--- src/rtl/loader_pkg.sv ---
// Shared definitions for the instruction-memory program loader.
//   state_t           : loader FSM states (IDLE, ACCEPT, WRITE, DONE)
//   WORD_BYTES        : bytes per instruction word
//   BYTE_IDX_W        : width of the byte index within a word
//   DEFAULT_MEM_BYTES : default instruction memory size in bytes
package loader_pkg;

   localparam int unsigned WORD_BYTES        = 4;
   localparam int unsigned BYTE_IDX_W        = 2;
   localparam int unsigned DEFAULT_MEM_BYTES = 256;

   typedef enum logic [1:0] {
      IDLE   = 2'd0,
      ACCEPT = 2'd1,
      WRITE  = 2'd2,
      DONE   = 2'd3
   } state_t;

endpackage

--- src/rtl/word_serializer.sv ---
// Splits one 32-bit word into four big-endian byte writes at base..base+3.
// Ports:
//   clk, rst   : clock, asynchronous active-high reset
//   go         : load word/base; byte 0 appears on the next cycle
//   word, base : word to write and its starting byte address
//   mem_we, mem_addr, mem_wdata : registered byte write port
//   finish_c   : high during the cycle that carries the last byte
module word_serializer
   import loader_pkg::*;
#(
   parameter int unsigned AW = 8
) (
   input  logic          clk,
   input  logic          rst,
   input  logic          go,
   input  logic [31:0]   word,
   input  logic [AW-1:0] base,
   output logic          mem_we,
   output logic [AW-1:0] mem_addr,
   output logic [7:0]    mem_wdata,
   output logic          finish_c
);

   logic [23:0]           rest;
   logic [BYTE_IDX_W-1:0] idx;

   assign finish_c = mem_we && (idx == BYTE_IDX_W'(WORD_BYTES - 1));

   // Shift register walks the word MSB first; address keeps counting so that
   // after the last byte it already points at the next word (wrapping mod 2^AW).
   always_ff @(posedge clk or posedge rst) begin
      if (rst) begin
         mem_we    <= 1'b0;
         mem_addr  <= '0;
         mem_wdata <= '0;
         rest      <= '0;
         idx       <= '0;
      end else if (go) begin
         mem_we    <= 1'b1;
         mem_addr  <= base;
         mem_wdata <= word[31:24];
         rest      <= word[23:0];
         idx       <= '0;
      end else if (mem_we) begin
         mem_addr <= mem_addr + AW'(1);
         if (finish_c) begin
            mem_we <= 1'b0;
         end else begin
            mem_wdata <= rest[23:16];
            rest      <= {rest[15:0], 8'h00};
            idx       <= idx + BYTE_IDX_W'(1);
         end
      end
   end

endmodule

--- src/rtl/imem_loader.sv ---
// Program loader: accepts 32-bit words on a valid/ready stream and writes them
// big-endian into byte-addressed instruction memory from address 0, holding
// the core frozen during the session and pulsing core_rst at the end.
// Ports:
//   clk, rst                          : clock, asynchronous active-high reset
//   start                             : begin a session (only honoured in IDLE)
//   load_valid, load_data, load_last  : input word stream
//   load_ready                        : word accepted when load_valid & load_ready
//   mem_we, mem_addr, mem_wdata       : byte write port
//   core_hold, core_rst, done         : core control / session-end pulse
//   error                             : sticky memory-overflow flag
//   checksum                          : wrapping sum of accepted words
// Build option: LOADER_CHECKSUM_EN builds the checksum accumulator; otherwise
// checksum is tied to 0.
module imem_loader
   import loader_pkg::*;
#(
   parameter int unsigned MEM_BYTES = DEFAULT_MEM_BYTES,
   parameter int unsigned AW        = 8
) (
   input  logic          clk,
   input  logic          rst,
   input  logic          start,
   input  logic          load_valid,
   input  logic [31:0]   load_data,
   input  logic          load_last,
   output logic          load_ready,
   output logic          mem_we,
   output logic [AW-1:0] mem_addr,
   output logic [7:0]    mem_wdata,
   output logic          core_hold,
   output logic          core_rst,
   output logic          done,
   output logic          error,
   output logic [31:0]   checksum
);

   state_t        state;
   logic [AW-1:0] base;
   logic          last_q;
   logic          fire_c;
   logic          finish_c;
   logic          full_c;

   assign fire_c = load_ready && load_valid;
   // The word being written occupies the top slot, so base wraps to 0 next.
   assign full_c = (base == AW'(MEM_BYTES - WORD_BYTES));

   word_serializer #(.AW(AW)) u_ser (
      .clk       (clk),
      .rst       (rst),
      .go        (fire_c),
      .word      (load_data),
      .base      (base),
      .mem_we    (mem_we),
      .mem_addr  (mem_addr),
      .mem_wdata (mem_wdata),
      .finish_c  (finish_c)
   );

   // Session FSM with registered control outputs.
   always_ff @(posedge clk or posedge rst) begin
      if (rst) begin
         state      <= IDLE;
         base       <= '0;
         last_q     <= 1'b0;
         load_ready <= 1'b0;
         core_hold  <= 1'b0;
         core_rst   <= 1'b0;
         done       <= 1'b0;
         error      <= 1'b0;
      end else begin
         core_rst <= 1'b0;
         done     <= 1'b0;
         case (state)
            IDLE: begin
               if (start) begin
                  state      <= ACCEPT;
                  base       <= '0;
                  error      <= 1'b0;
                  load_ready <= 1'b1;
                  core_hold  <= 1'b1;
               end
            end
            ACCEPT: begin
               if (load_valid) begin
                  state      <= WRITE;
                  last_q     <= load_last;
                  load_ready <= 1'b0;
               end
            end
            WRITE: begin
               if (finish_c) begin
                  base <= base + AW'(WORD_BYTES);
                  if (last_q || full_c) begin
                     state    <= DONE;
                     done     <= 1'b1;
                     core_rst <= 1'b1;
                     if (!last_q) begin
                        error <= 1'b1;
                     end
                  end else begin
                     state      <= ACCEPT;
                     load_ready <= 1'b1;
                  end
               end
            end
            DONE: begin
               state     <= IDLE;
               core_hold <= 1'b0;
            end
            default: begin
               state <= IDLE;
            end
         endcase
      end
   end

`ifdef LOADER_CHECKSUM_EN
   logic [31:0] sum;

   // Cleared on session start, accumulates on each handshake, held otherwise.
   always_ff @(posedge clk or posedge rst) begin
      if (rst) begin
         sum <= '0;
      end else if ((state == IDLE) && start) begin
         sum <= '0;
      end else if (fire_c) begin
         sum <= sum + load_data;
      end
   end

   assign checksum = sum;
`else
   assign checksum = '0;
`endif

endmodule

--- config.mk ---
export PLATFORM = sky130hd
export DESIGN_NAME = imem_loader
export DESIGN_NICKNAME = d
export VERILOG_FILES = /design/src/rtl/loader_pkg.sv /design/src/rtl/word_serializer.sv /design/src/rtl/imem_loader.sv
export SDC_FILE = /design/constraint.sdc
export NUM_CORES = 1
export LEC_CHECK = 0
export CAP_MARGIN = 20
export CORE_AREA = 3 3 60 118
export CTS_BUF_LIST = sky130_fd_sc_hd__clkbuf_16
export CTS_CLUSTER_SIZE = 25
export DETAILED_ROUTE_END_ITERATION = 12
export DIE_AREA = 0 0 63 121
export PLACE_DENSITY = 0.83
export RECOVER_POWER = 25
export SKIP_CTS_REPAIR_TIMING = 1
export SLEW_MARGIN = 20
export SYNTH_ARGS = -nofsm -noshare
export SYNTH_HDL_FRONTEND = slang
export SYNTH_SLANG_ARGS = --single-unit
--- constraint.sdc ---
create_clock -name clk -period 2 [get_ports clk]
set_input_delay 0.4 -clock clk [delete_from_list [all_inputs] [get_ports clk]]
set_output_delay 0.4 -clock clk [all_outputs]
set_load 0.05 [all_outputs]
==> flow_summary.toml <==
[logic_synthesis]
syn_area_per_cell_um2 = 10.2
yosys_warnings = 0
synth_edf_count = 0
syn_inst = 286
synth_cell_types = 45
synth_area_mm2 = 0.00290
synthArstFlopShare = 1.00
ys_ff_latch = 56
synth_ff_type = "dfrtp_1"
synth_seq_area_share = 0.483

[run]
cap_violations = 0

[floorplan]
design.core.area_mm2 = 0.00631
initial_core_util = 0.460
num_rows = 41
num_io_pins = 91
die_h_um = 121
die_area_mm2 = 0.00762
fp.dieW_um = 63

[timing]
fin_crit_sh = 0.968
setup_violations = 0
fmax_mhz = 516
period_minus_slack_ns = 1.94
fin_setup_tns_ns = 0
skew_ns = 0.00554
relSlewSlack = 0.193
setup_ws_ns = 0.0631
drv_slew = 0
hold_viol = 0
tightest_slew_ns = 1.21
rsz0062_at_grt = "no"

[cells_and_area]
drive_gt1_frac = 0.0794
syn_to_final_growth_pct = 23.2
nets = 380
fillCellCount = 570
n_antenna_cell = 0
stdcell_count = 426
post-route-util = 0.567

[clock_network]
cts_max_path_buffers = 2
cts_tree = "built"
clkSlewWorstSetupHoldPaths_ns = 0.07
htree_levels = 2
cts-root-buf = "clkbuf_16"
cts_inserted_buffers = 5
insertion_delay_ns = 0.29
cts.sinks = 56

[setup_path]
cpMaxStageDelayCell = "clkdlybuf4s50_1"
crit_required_ns = 1.60
startpoint_type = "register"
path_buf_inv = 1
r2r_start = "u_ser.idx[0]"
critPathMaxFanout = 5
cp.arrival_ns = 1.54
setup.worst_path.start = "u_ser.mem_addr[4]"
cp_cell_sequence = "clkdlybuf4s50_1"
crit_family = "buffers and inverters"
critical_path_class = "reg2out"
slowest_delay_ns = 0.83
end_kind = "primary output"

[pwr]
seqPwrFrac = 0.364
peakVddDrop_uv = 621
combPwrFrac = 0.481
swShare = 0.433
p_per_area_mw_per_mm2 = 1490
leakage_nw = 1.69
internal-power_mw = 3.03
total_power_mw = 5.34
p_clk_frac = 0.155
power_switching_mw = 2.31

[grt]
antenna_found_initial = 0
grt.total_usage = 0.157
globalRouteOverflowTotal = 0
grt_pass1_vias = 2127
grt_max_degree = 57
grt_pass1_wl_um = 9580

[placement]
port_buffers = 58
dpl_worst_slack_ns = 0.253
gp_congestion = 0.838
placed_cells = 418
hpwl_um = 4360

[route]
via_per_inst = 5.16
dr_total_vias = 2197
avgRoutedWirePerCell_um = 13.9
drc = 0
postRouteAntennaNets = 0
first_iter_violations = 69
drtPass1Iterations = 5
routed_wl_um = 5930

[hold_path]
hold_path.class = "reg2reg"
hold_start = "error"

[status]
status = "completed"
-- flip-flops by register name, indices dropped and copies added (netlist names) --
signal and count:
u_ser.idx 2, load_ready 1, base 6, core_hold 1
u_ser.mem_addr 8, state 2, error 1, u_ser.mem_wdata 8
u_ser.rest 24, last_q 1, u_ser.mem_we 1, done 1
-- worst paths after layout --
path | end | slack, ns | cells past startpoint
min in group asynchronous | u_ser.mem_wdata[0] | 0.97 | 3
worst max-delay path | mem_addr[4] | 0.06 | 1
max in group asynchronous | u_ser.mem_we | 0.30 | 3
worst min register to register | error | 0.50 | 1
worst max register to register | base[7] | 0.25 | 4
worst min-delay path | error | 0.50 | 1
-- power groups by stage --
stage	registers, mW	clock network, mW	logic (mW)
after floorplan	2.40	0	1.43
after global placement	1.95	0	2.53
after detailed placement	1.96	0	2.59
after CTS	1.95	0.839	2.61
after global routing	2.01	0.877	2.78
final	1.95	0.827	2.57
-- metal layers --
metal / global-route usage / wire [um] / vias up
li1: - / - / 1034
met1: 0.176 / 2170 / 1049
met2: 0.278 / 3190 / 96
met3: 0.0269 / 398 / 18
met4: 0.0816 / 166 / 0
met5: 0 / 0 / -
-- cell usage in the layout, fill, tap and decap left out, types with 3 or more instances in the layout --
master            n
a31oi_1           5
nand2_1          32
mux2i_1          27
a22o_1            8
ha_1              4
dfrtp_1          56
conb_1           32
nor2_1           10
buf_4            10
o21ai_0          31
nand2b_1          4
clkbuf_16         5
buf_12            3
or3_1             3
o22ai_1           3
nand4_1           3
clkdlybuf4s50_1  50
nand3_1           7
xor2_1            3
inv_1             8
o21ai_1           3
-- Yosys cell counts (all sizes together) (3+ instances only) --
cell type / n / area share
dfrtp: 56 / 0.48
buf: 45 / 0.11
o21ai: 34 / 0.059
nand2: 32 / 0.041
mux2i: 27 / 0.093
nor2: 11 / 0.015
a22o: 8 / 0.024
nand3: 8 / 0.016
inv: 7 / 0.0090
a31oi: 5 / 0.011
clkbuf: 5 / 0.0069
ha: 4 / 0.017
nand2b: 4 / 0.0086
nand4: 4 / 0.011
o22ai: 3 / 0.0065
or3: 3 / 0.0065
xor2: 3 / 0.0090
-- through the flow --
| stage | hold slack (ns) | instance area, um^2 |
|---|---|---|
| final | 0.496 | 3580 |
| after global routing | 0.515 | 3580 |
| after CTS | 0.504 | 3590 |
| after detailed placement | 0.488 | 3460 |
| after global placement | 0.477 | 3460 |
| after floorplan | 0.466 | 3020 |
-- cell families after synthesis --
group / after synthesis / synth area share
other cells: 1 / 0.00129
compound gates: 60 / 0.127
simple gates: 75 / 0.132
xor+xnor: 5 / 0.0151
fa+ha+maj: 4 / 0.0172
flops: 56 / 0.483
mux: 28 / 0.0969
buf+inv: 57 / 0.128
-- layout make-up --
class	instances	area (um^2)	share of cell area
Sequential cell	56	1400	0.392
Inverter	7	26.3	0.00734
Multi-Input combinational cell	204	1260	0.351
Tap cell	86	108	0.0301
Timing Repair Buffer	65	651	0.182
Clock buffer	5	125	0.0350
Clock inverter	3	11.3	0.00315
No activity file was read; power rests on OpenSTA's default activity.
